`src/rtl/seg_scan_ctrl_pkg.sv`:
```
// Shared types and helpers for the seven-segment scan controller.
package seg_scan_ctrl_pkg;

  typedef logic [6:0] seg_t;
  typedef logic [3:0] nibble_t;

  localparam seg_t SEG_BLANK = 7'h7F;

  // Minimum counter width able to hold 0..n-1 (at least one bit).
  function automatic int unsigned cnt_width(input int unsigned n);
    int unsigned w;
    w = 1;
    if (n > 1) w = $clog2(n);
    return w;
  endfunction

endpackage

```
`src/rtl/sevenSeg.sv`:
```
// Hex-to-seven-segment decoder, active-low segments, bit0 = a .. bit6 = g.
module sevenSeg
  import seg_scan_ctrl_pkg::*;
(
  input  nibble_t hex,
  output seg_t    seg
);

  always_comb begin
    seg = SEG_BLANK;
    case (hex)
      4'h0: seg = 7'h40;
      4'h1: seg = 7'h79;
      4'h2: seg = 7'h24;
      4'h3: seg = 7'h30;
      4'h4: seg = 7'h19;
      4'h5: seg = 7'h12;
      4'h6: seg = 7'h02;
      4'h7: seg = 7'h78;
      4'h8: seg = 7'h00;
      4'h9: seg = 7'h10;
      4'hA: seg = 7'h08;
      4'hB: seg = 7'h03;
      4'hC: seg = 7'h46;
      4'hD: seg = 7'h21;
      4'hE: seg = 7'h06;
      4'hF: seg = 7'h0E;
      default: seg = SEG_BLANK;
    endcase
  end

endmodule

```
`src/rtl/seg_scan_ctrl.sv`:
```
// Time-multiplexed seven-segment scan controller with frame-aligned value
// updates, leading-zero blanking and whole-display blink.
module seg_scan_ctrl
  import seg_scan_ctrl_pkg::*;
#(
  parameter int unsigned NUM_DIGITS = 4,
  parameter int unsigned PRESCALE   = 50000,
  parameter int unsigned BLINK_DIV  = 64
) (
  input  logic                    clk,
  input  logic                    rst,
  input  logic                    load_valid,
  output logic                    load_ready,
  input  logic [4*NUM_DIGITS-1:0] load_data,
  input  logic                    blank_lz,
  input  logic                    blink_en,
  output logic [NUM_DIGITS-1:0]   digit_sel,
  output seg_t                    seven_seg,
  output logic                    frame_tick
);

  localparam int unsigned PreW  = cnt_width(PRESCALE);
  localparam int unsigned IdxW  = cnt_width(NUM_DIGITS);
  localparam int unsigned FrW   = cnt_width(BLINK_DIV);
  localparam int unsigned DataW = 4 * NUM_DIGITS;

  logic [PreW-1:0]       presc_q, presc_d;
  logic [IdxW-1:0]       idx_q, idx_d;
  logic [FrW-1:0]        frame_q, frame_d;
  logic                  blink_q, blink_d;
  logic [DataW-1:0]      disp_q, disp_d;
  logic [DataW-1:0]      pend_q, pend_d;
  logic                  ready_q, ready_d;
  logic                  tick_q;
  logic [NUM_DIGITS-1:0] sel_q, sel_d;
  seg_t                  seg_q, seg_d;

  logic                  slot_end, last_digit, boundary, xfer;
  nibble_t               cur_nib;
  logic                  cur_blank;
  seg_t                  dec_seg;
  logic [NUM_DIGITS-1:0] upper_zero;

  assign slot_end   = (presc_q == PreW'(PRESCALE - 1));
  assign last_digit = (idx_q == IdxW'(NUM_DIGITS - 1));
  assign boundary   = slot_end && last_digit;
  assign xfer       = load_valid && ready_q;

  always_comb begin
    presc_d = slot_end ? '0 : presc_q + PreW'(1);
    idx_d   = idx_q;
    if (slot_end) idx_d = last_digit ? '0 : idx_q + IdxW'(1);

    frame_d = frame_q;
    blink_d = blink_q;
    if (boundary) begin
      if (frame_q == FrW'(BLINK_DIV - 1)) begin
        frame_d = '0;
        blink_d = ~blink_q;
      end else begin
        frame_d = frame_q + FrW'(1);
      end
    end

    // A transfer needs an empty buffer and a commit a full one, so they never coincide;
    // a transfer on the boundary therefore waits for the following boundary.
    pend_d  = pend_q;
    disp_d  = disp_q;
    ready_d = ready_q;
    if (xfer) begin
      pend_d  = load_data;
      ready_d = 1'b0;
    end else if (boundary && !ready_q) begin
      disp_d  = pend_q;
      ready_d = 1'b1;
    end
  end

  // upper_zero[i]: nibbles i..NUM_DIGITS-1 of the display register are all zero.
  always_comb begin
    upper_zero = '0;
    upper_zero[NUM_DIGITS-1] = (disp_q[DataW-1 -: 4] == 4'h0);
    for (int i = NUM_DIGITS - 2; i >= 0; i--) begin
      upper_zero[i] = upper_zero[i+1] && (disp_q[4*i +: 4] == 4'h0);
    end
  end

  always_comb begin
    cur_nib   = '0;
    cur_blank = 1'b0;
    for (int i = 0; i < NUM_DIGITS; i++) begin
      if (idx_q == IdxW'(i)) begin
        cur_nib   = disp_q[4*i +: 4];
        cur_blank = blank_lz && (i != 0) && upper_zero[i];
      end
    end
  end

  sevenSeg u_dec (
    .hex (cur_nib),
    .seg (dec_seg)
  );

  always_comb begin
    sel_d = '1;
    seg_d = SEG_BLANK;
    if (!(blink_en && blink_q)) begin
      for (int i = 0; i < NUM_DIGITS; i++) begin
        if (idx_q == IdxW'(i)) sel_d[i] = 1'b0;
      end
      seg_d = cur_blank ? SEG_BLANK : dec_seg;
    end
  end

  always_ff @(posedge clk) begin
    if (rst) begin
      presc_q <= '0;
      idx_q   <= '0;
      frame_q <= '0;
      blink_q <= 1'b0;
      disp_q  <= '0;
      pend_q  <= '0;
      ready_q <= 1'b1;
      tick_q  <= 1'b0;
      sel_q   <= '1;
      seg_q   <= SEG_BLANK;
    end else begin
      presc_q <= presc_d;
      idx_q   <= idx_d;
      frame_q <= frame_d;
      blink_q <= blink_d;
      disp_q  <= disp_d;
      pend_q  <= pend_d;
      ready_q <= ready_d;
      tick_q  <= boundary;
      sel_q   <= sel_d;
      seg_q   <= seg_d;
    end
  end

  assign load_ready = ready_q;
  assign digit_sel  = sel_q;
  assign seven_seg  = seg_q;
  assign frame_tick = tick_q;

endmodule

```
`config.mk`:
```
export PLATFORM = sky130hd
export DESIGN_NAME = seg_scan_ctrl
export DESIGN_NICKNAME = d
export VERILOG_FILES = /design/src/rtl/seg_scan_ctrl_pkg.sv /design/src/rtl/sevenSeg.sv /design/src/rtl/seg_scan_ctrl.sv
export SDC_FILE = /design/constraint.sdc
export NUM_CORES = 1
export LEC_CHECK = 0
export ABC_CLOCK_PERIOD_IN_PS = 2300
export CAP_MARGIN = 20
export CORE_MARGIN = 2
export CORE_UTILIZATION = 35
export CTS_CLUSTER_SIZE = 20
export DETAILED_ROUTE_END_ITERATION = 8
export SLEW_MARGIN = 30
export SYNTH_ARGS = -nofsm -noshare
export SYNTH_HDL_FRONTEND = slang
export SYNTH_SLANG_ARGS = --single-unit
export TNS_END_PERCENT = 5
```
`constraint.sdc`:
```
create_clock -name clk -period 2.3 [get_ports clk]
set_clock_uncertainty 0.1 [all_clocks]
set_input_delay 0.345 -clock clk [delete_from_list [all_inputs] [get_ports clk]]
set_output_delay 0.345 -clock clk [all_outputs]
set_load 0.01 [all_outputs]
```
-- Word-level counts from Yosys, hierarchy flattened
Memories as Yosys holds them, arrays and structs flattened. A register that Yosys moved wholly into a read port is not among the register bits.
Cells that the tools add are included.
- bits in latches: 0
- output and inout port bits: 13
- logic and storage cells: 55
- bits in writable memories: 0
- memories: 1
- register bits after elaboration: 63
- bits of input ports: 21
- ROM bits: 112
- muxes and demuxes: 15
- reduce and logical (&&, ||, !) cells: 20
- bitwise operators: 2
- equal/unequal tests: 5
- multipliers: 0
- divide/modulo/power cells: 0
- $lt $le $gt $ge: 0
- shift-type cells: 0
- add/sub/neg operators: 3
- memories (name ; words ; bits a word ; rd ports ; clocked after memory_dff ; write ports ; line ; text):
    (name not given) ; 16 ; 7 ; 1 ; 1 ; 0 ; sevenSeg.sv:11 ; case (hex)
- operators by type and width (cell ; number):
    16-bit by 1-bit adder with 16-bit output, second input constant ; 1
    16-bit equality test, second input constant ; 1
    4-bit 2-to-1 mux ; 4
    4-bit zero test ; 3
    1-bit logical AND ; 9
    1-bit 2-to-1 mux ; 9
    6-bit by 1-bit adder with 6-bit output, second input constant ; 1
    6-bit equality test, second input constant ; 1
    6-bit 2-to-1 mux ; 1
    2-bit equality test, second input constant ; 2
    2-bit AND reduction ; 2
    2-bit OR reduction ; 2
    3-bit OR reduction ; 1
    2-bit by 1-bit adder with 2-bit output, second input constant ; 1
    2-bit by 1-bit equality test with 1-bit output, second input constant ; 1
    2-bit zero test ; 1
    2-bit 2-to-1 mux ; 1
    1-bit inverter ; 2
    2-bit nonzero test ; 1
    1-bit zero test ; 1

-- Longest topological paths before layout
- depth in word-level cells: 8
- mapped depth: 12
- mapped depth without buffers: 11

-- Hierarchy
A second synthesis with hierarchy kept.
- cells, all modules: 373
- area, all modules: 3126.7 sq um
- modules (own cells, without submodules) (module ; times used ; sequential area each (sq um) ; area an instance (sq um) ; cells each):
    seg_scan_ctrl ; 1 ; 1401.3 ; 2851.5 ; 341
    sevenSeg ; 1 ; 0.0 ; 275.3 ; 32

-- Worst setup path after synthesis
OpenSTA, ideal clock, no wires.
- kind: register -> register
- start point: reg idx_q[1]
- end point: reg seg_q[3], in the netlist seven_seg[3]
- buffers on the path: 1
- required time: 2.058 ns
- stages on the path, launching flop included: 12
- data arrival time: 2.207 ns
- setup time: 0.142 ns
- clock period less this slack: 2.449 ns
- setup slack: -0.149 ns
- cell sequence: dfxtp_1 -> inv_1 -> ha_1 -> buf_2 -> nor2b_1 -> a221oi_1 -> o31ai_1 -> inv_1 -> ha_1 -> inv_1 -> o211ai_1 -> o211ai_1
- word-level cells in the longest chain between the ends: 5
- elaborated cells between the ends (all ways): 12
- those cells by class: eq/ne: 3; mux: 7; reduce/logical: 2
- RTL lines (item ; line ; text):
    start, declared ; seg_scan_ctrl.sv:28 ; logic [IdxW-1:0] idx_q, idx_d;
    start signal, assigned ; seg_scan_ctrl.sv:129 ; idx_q <= idx_d;
    2-bit by 1-bit equality test with 1-bit output or 2-bit zero test (tied branches) ; seg_scan_ctrl.sv:92 ; if (idx_q == IdxW'(i)) begin
    1-bit 2-to-1 mux or 4-bit 2-to-1 mux (tied branches) (3 in series) ; seg_scan_ctrl.sv:92 ;
    3-bit OR reduction (no source line) or 4-bit 2-to-1 mux (tied branches) ; n/a ;
    end, declared ; seg_scan_ctrl.sv:36 ; seg_t seg_q, seg_d;
Several ways; a longest one is shown, not always the timed one.
A chain may end at the register's enable or synchronous reset.

-- Final worst setup path
- start point: reg idx_q[0]
- end point: reg seg_q[3], in the netlist seven_seg[3]
Same word-level chain as after synthesis.

==> qor.csv <==
stage,metric,value,unit
run_status,outcome,completed,
route,ant_nets,0,
logic_synthesis,syn_inst,366,
worst_hold_path,hold_path.startpoint,pend_q[3]$_SDFFE_PP0P_,
finish,layout_common_cells,"nand2_1, dfxtp_1, a21oi_1",
grt,antenna_found_initial,0,
timing,whs,0.358,ns
finish,drive_gt1_share,12.0,%
clock_network,clk_path_buf_depth,2,
timing,max_slew_margin,66.1,%
timing,finalCritPeriodShare,92.7,%
clock_network,clock_latency,0.34,ns
power,p_sw_share,23.0,%
flow_run,max-cap-violations,0,
finish,num_antenna_cells,0,
critical_path,worst-path-buf-inv,3,
logic_synthesis,synth_ff_type,dfxtp_1,
route,viasPerCell,4.92,
logic_synthesis,synth-edff-count,0,
worst_hold_path,holdPathEnd,disp_q[3]$_SDFFE_PP0P_,
timing,hold_violations,0,
route,drc,0,
power,combinationalPowerShare,4.9,%
route,first_pass_iters,6,
critical_path,critical_path_peak_fanout,5,
placement,gp_congestion,0.840,
critical_path,crit_type,register to register,
route,drt-initial-drc-count,93,
critical_path,cp_slowest_cell,dfxtp_2,
timing,worst_pin_slew,0.509,ns
power,p_int,1.93,mW
finish,layout_commonest_cell,nand2_1,
placement,port_buffers,33,
power,p_per_area,659,mW/mm²
clock_network,root_buffer,clkbuf_8,
timing,fmax,469,MHz
critical_path,start_kind,register,
grt,grtUsageTotal,13.7,%
timing,setup_viol,0,
floorplanning,fp.dieH,98.2,µm
critical_path,cp_slowest_stage_delay,0.36,ns
timing,rsz0062_at_grt,yes,
critical_path,worstPathRequired,2.40,ns
power,switchingPower,0.576,mW
critical_path,cp-end-kind,register,
clock_network,path_clk_slew,0.08,ns
critical_path,r2r-start,idx_q[0]$_SDFFE_PP0N_,
logic_synthesis,async_reset_ff_share,0,%
timing,fin_crit,2.13,ns
logic_synthesis,synth-seq-cells,70,
logic_synthesis,syn-mean-instance-area,8.48,µm²
route,avgRoutedWirePerCell,12.0,µm
floorplanning,rows,34,
grt,grt_pass1_vias,2455,
power,vdd_drop_max,0.398,mV
critical_path,worstPathCellList,"inv_1, ha_2, nor2b_4, a221oi_1, o31ai_2, inv_1, ha_1, inv_1, o211ai_1, o211ai_1",
grt,overflow,0,
clock_network,numCtsBuffers,9,
floorplanning,initial_utilization,35.8,%
logic_synthesis,syn_nets,399,
finish,multiInputGateArea,0.00158,mm²
finish,nFillCells,921,
critical_path,critical_path.top_delay_family,compound AO/OA/AOI/OAI gates,
logic_synthesis,syn_area,0.00311,mm²
logic_synthesis,ys_types,48,
floorplanning,floorplan.die_area,0.00964,mm²
critical_path,cp.arrival,2.23,ns
logic_synthesis,yosysSeqAreaShare,45.1,%
grt,grt_max_degree,40,
critical_path,worstReg2RegEnd,seven_seg[3]$_SDFF_PP1_,
worst_hold_path,min_path_type,register to register,
route,vias,2535,
timing,setup_tns,0,ns
floorplanning,core-area,0.00868,mm²
finish,finalNonFillerCells,515,
finish,nets,435,
placement,dp_hpwl,4390,µm
finish,regArea,0.00140,mm²
route,totalWireLength,6160,µm
clock_network,cts_htree_levels,3,
clock_network,numClockSinks,70,
critical_path,cp_num_cells,10,
clock_network,hold_buffers,0,
timing,slew_viol_final,0,
power,clkPwrFrac,45.0,%
worst_hold_path,hold_depth,2,
critical_path,cp_common_cell,inv_1,
logic_synthesis,ys_warn_count,0,
finish,area_delta_synth_final,22.6,%
floorplanning,io_pins,34,
grt,grt_pass1_wl,10900,µm
critical_path,ff2ff_path_depth,10,
floorplanning,die_w,98.2,µm
power,seq_power_share,50.1,%
critical_path,ff2ff_setup_slack,0.17,ns
power,p_leak,1.36,nW
placement,dp.cells,497,
clock_network,cts_tree,done,
## sequential cells by signal, indices dropped and copies added (netlist names)
name	count
presc_q	16
disp_q	16
idx_q	2
blink_q	1
frame_tick	1
load_ready	1
digit_sel	4
seven_seg	7
pend_q	16
frame_q	6
## through the flow
stage | area (µm²) | utilization (%) | power [mW] | worst slack (ns)
floorplan | 3110 | - | 1.34 | 0.0129
global placement | 3530 | 40.7 | 1.41 | 0.138
detailed placement | 3530 | 40.7 | 1.41 | 0.0498
CTS | 3760 | 43.3 | 2.55 | 0.0373
global route | 3810 | 43.9 | 2.61 | -0.0339
finish | 3810 | 43.9 | 2.51 | 0.167
## logic make-up after synthesis
kind of cell | synth area share, %
simple gates | 25.4
flops | 45.1
compound gates | 13.9
buf+inv | 4.91
xor+xnor | 4.23
fa+ha+maj | 4.83
mux | 1.61
## layout make-up
class                   instances  area share (%)
inverters                       9           0.888
clock inverters                 7            2.76
repair buffers                 45            11.0
flip-flops and latches         70            36.9
clock buffers                   9            3.25
multi-input cells             267            41.6
well taps                     108            3.55
## power by group through the flow
stage | Combinational (mW) | Clock (mW) | Sequential, mW
after CTS | 0.124 | 1.17 | 1.26
after floorplan | 0.0581 | 0 | 1.28
after global routing | 0.136 | 1.22 | 1.26
final | 0.122 | 1.13 | 1.26
after detailed placement | 0.124 | 0 | 1.28
after global placement | 0.123 | 0 | 1.28
## synthesized netlist by cell type (2+ instances only)
| master | count | area share (%) |
|---|---|---|
| a21oi_1 | 42 | 6.8 |
| a311o_1 | 2 | 0.64 |
| a311oi_1 | 2 | 0.56 |
| and2_1 | 2 | 0.40 |
| and3_1 | 4 | 0.81 |
| buf_2 | 5 | 0.81 |
| buf_4 | 2 | 0.48 |
| buf_6 | 4 | 1.5 |
| clkbuf_1 | 9 | 1.1 |
| dfxtp_1 | 70 | 45 |
| ha_1 | 12 | 4.8 |
| inv_1 | 9 | 1.1 |
| mux2i_1 | 5 | 1.6 |
| nand2_1 | 89 | 11 |
| nand3_1 | 8 | 1.3 |
| nand3b_1 | 2 | 0.48 |
| nand4_1 | 6 | 1.2 |
| nor2_1 | 30 | 3.6 |
| nor2b_1 | 5 | 1.0 |
| nor3_1 | 2 | 0.32 |
| nor3b_1 | 3 | 0.73 |
| nor4_1 | 3 | 0.60 |
| o211ai_1 | 3 | 0.73 |
| o21ai_0 | 4 | 0.64 |
| o221ai_1 | 4 | 1.1 |
| or3_1 | 4 | 0.81 |
| xnor2_1 | 5 | 1.4 |
| xor2_1 | 10 | 2.8 |
## routing by layer
metal / wire length, µm / global-route usage (%) / part of all wire [%] / up-vias
met2: 2690 / 20.7 / 44 / 56
met4: 85 / 6.32 / 1.4 / 0
li1: - / - / - / 1322
met5: 0 / 0 / 0 / -
met3: 269 / 3.72 / 4.4 / 8
met1: 3110 / 18.4 / 51 / 1149
## timing repair
item                                    4_1_cts  5_1_grt
gates resized for setup                       0       11
endpoints found under the hold margin         0        0
endpoints found under the setup margin        0       23
buffers inserted                              0        2
## worst max path at each step
stage,slack (ns),start,endpoint
2_1_floorplan,0.01,idx_q[1]$_SDFFE_PP0N_,seven_seg[3]$_SDFF_PP1_
3_3_place_gp,0.14,idx_q[0]$_SDFFE_PP0N_,seven_seg[3]$_SDFF_PP1_
3_5_place_dp,0.05,idx_q[0]$_SDFFE_PP0N_,seven_seg[3]$_SDFF_PP1_
4_1_cts,0.04,idx_q[0]$_SDFFE_PP0N_,seven_seg[3]$_SDFF_PP1_
5_1_grt,-0.03,idx_q[0]$_SDFFE_PP0N_,seven_seg[4]$_SDFF_PP1_
6_report,0.17,idx_q[0]$_SDFFE_PP0N_,seven_seg[3]$_SDFF_PP1_
## worst register-to-register path, stage by stage, from the launching register on
cell      delay (ns)
dfxtp_2         0.36
inv_1           0.09
ha_2            0.21
nor2b_4         0.15
a221oi_1        0.09
o31ai_2         0.26
inv_1           0.13
ha_1            0.29
inv_1           0.05
o211ai_1        0.16
o211ai_1        0.10
No activity file was read; power rests on OpenSTA's default activity.
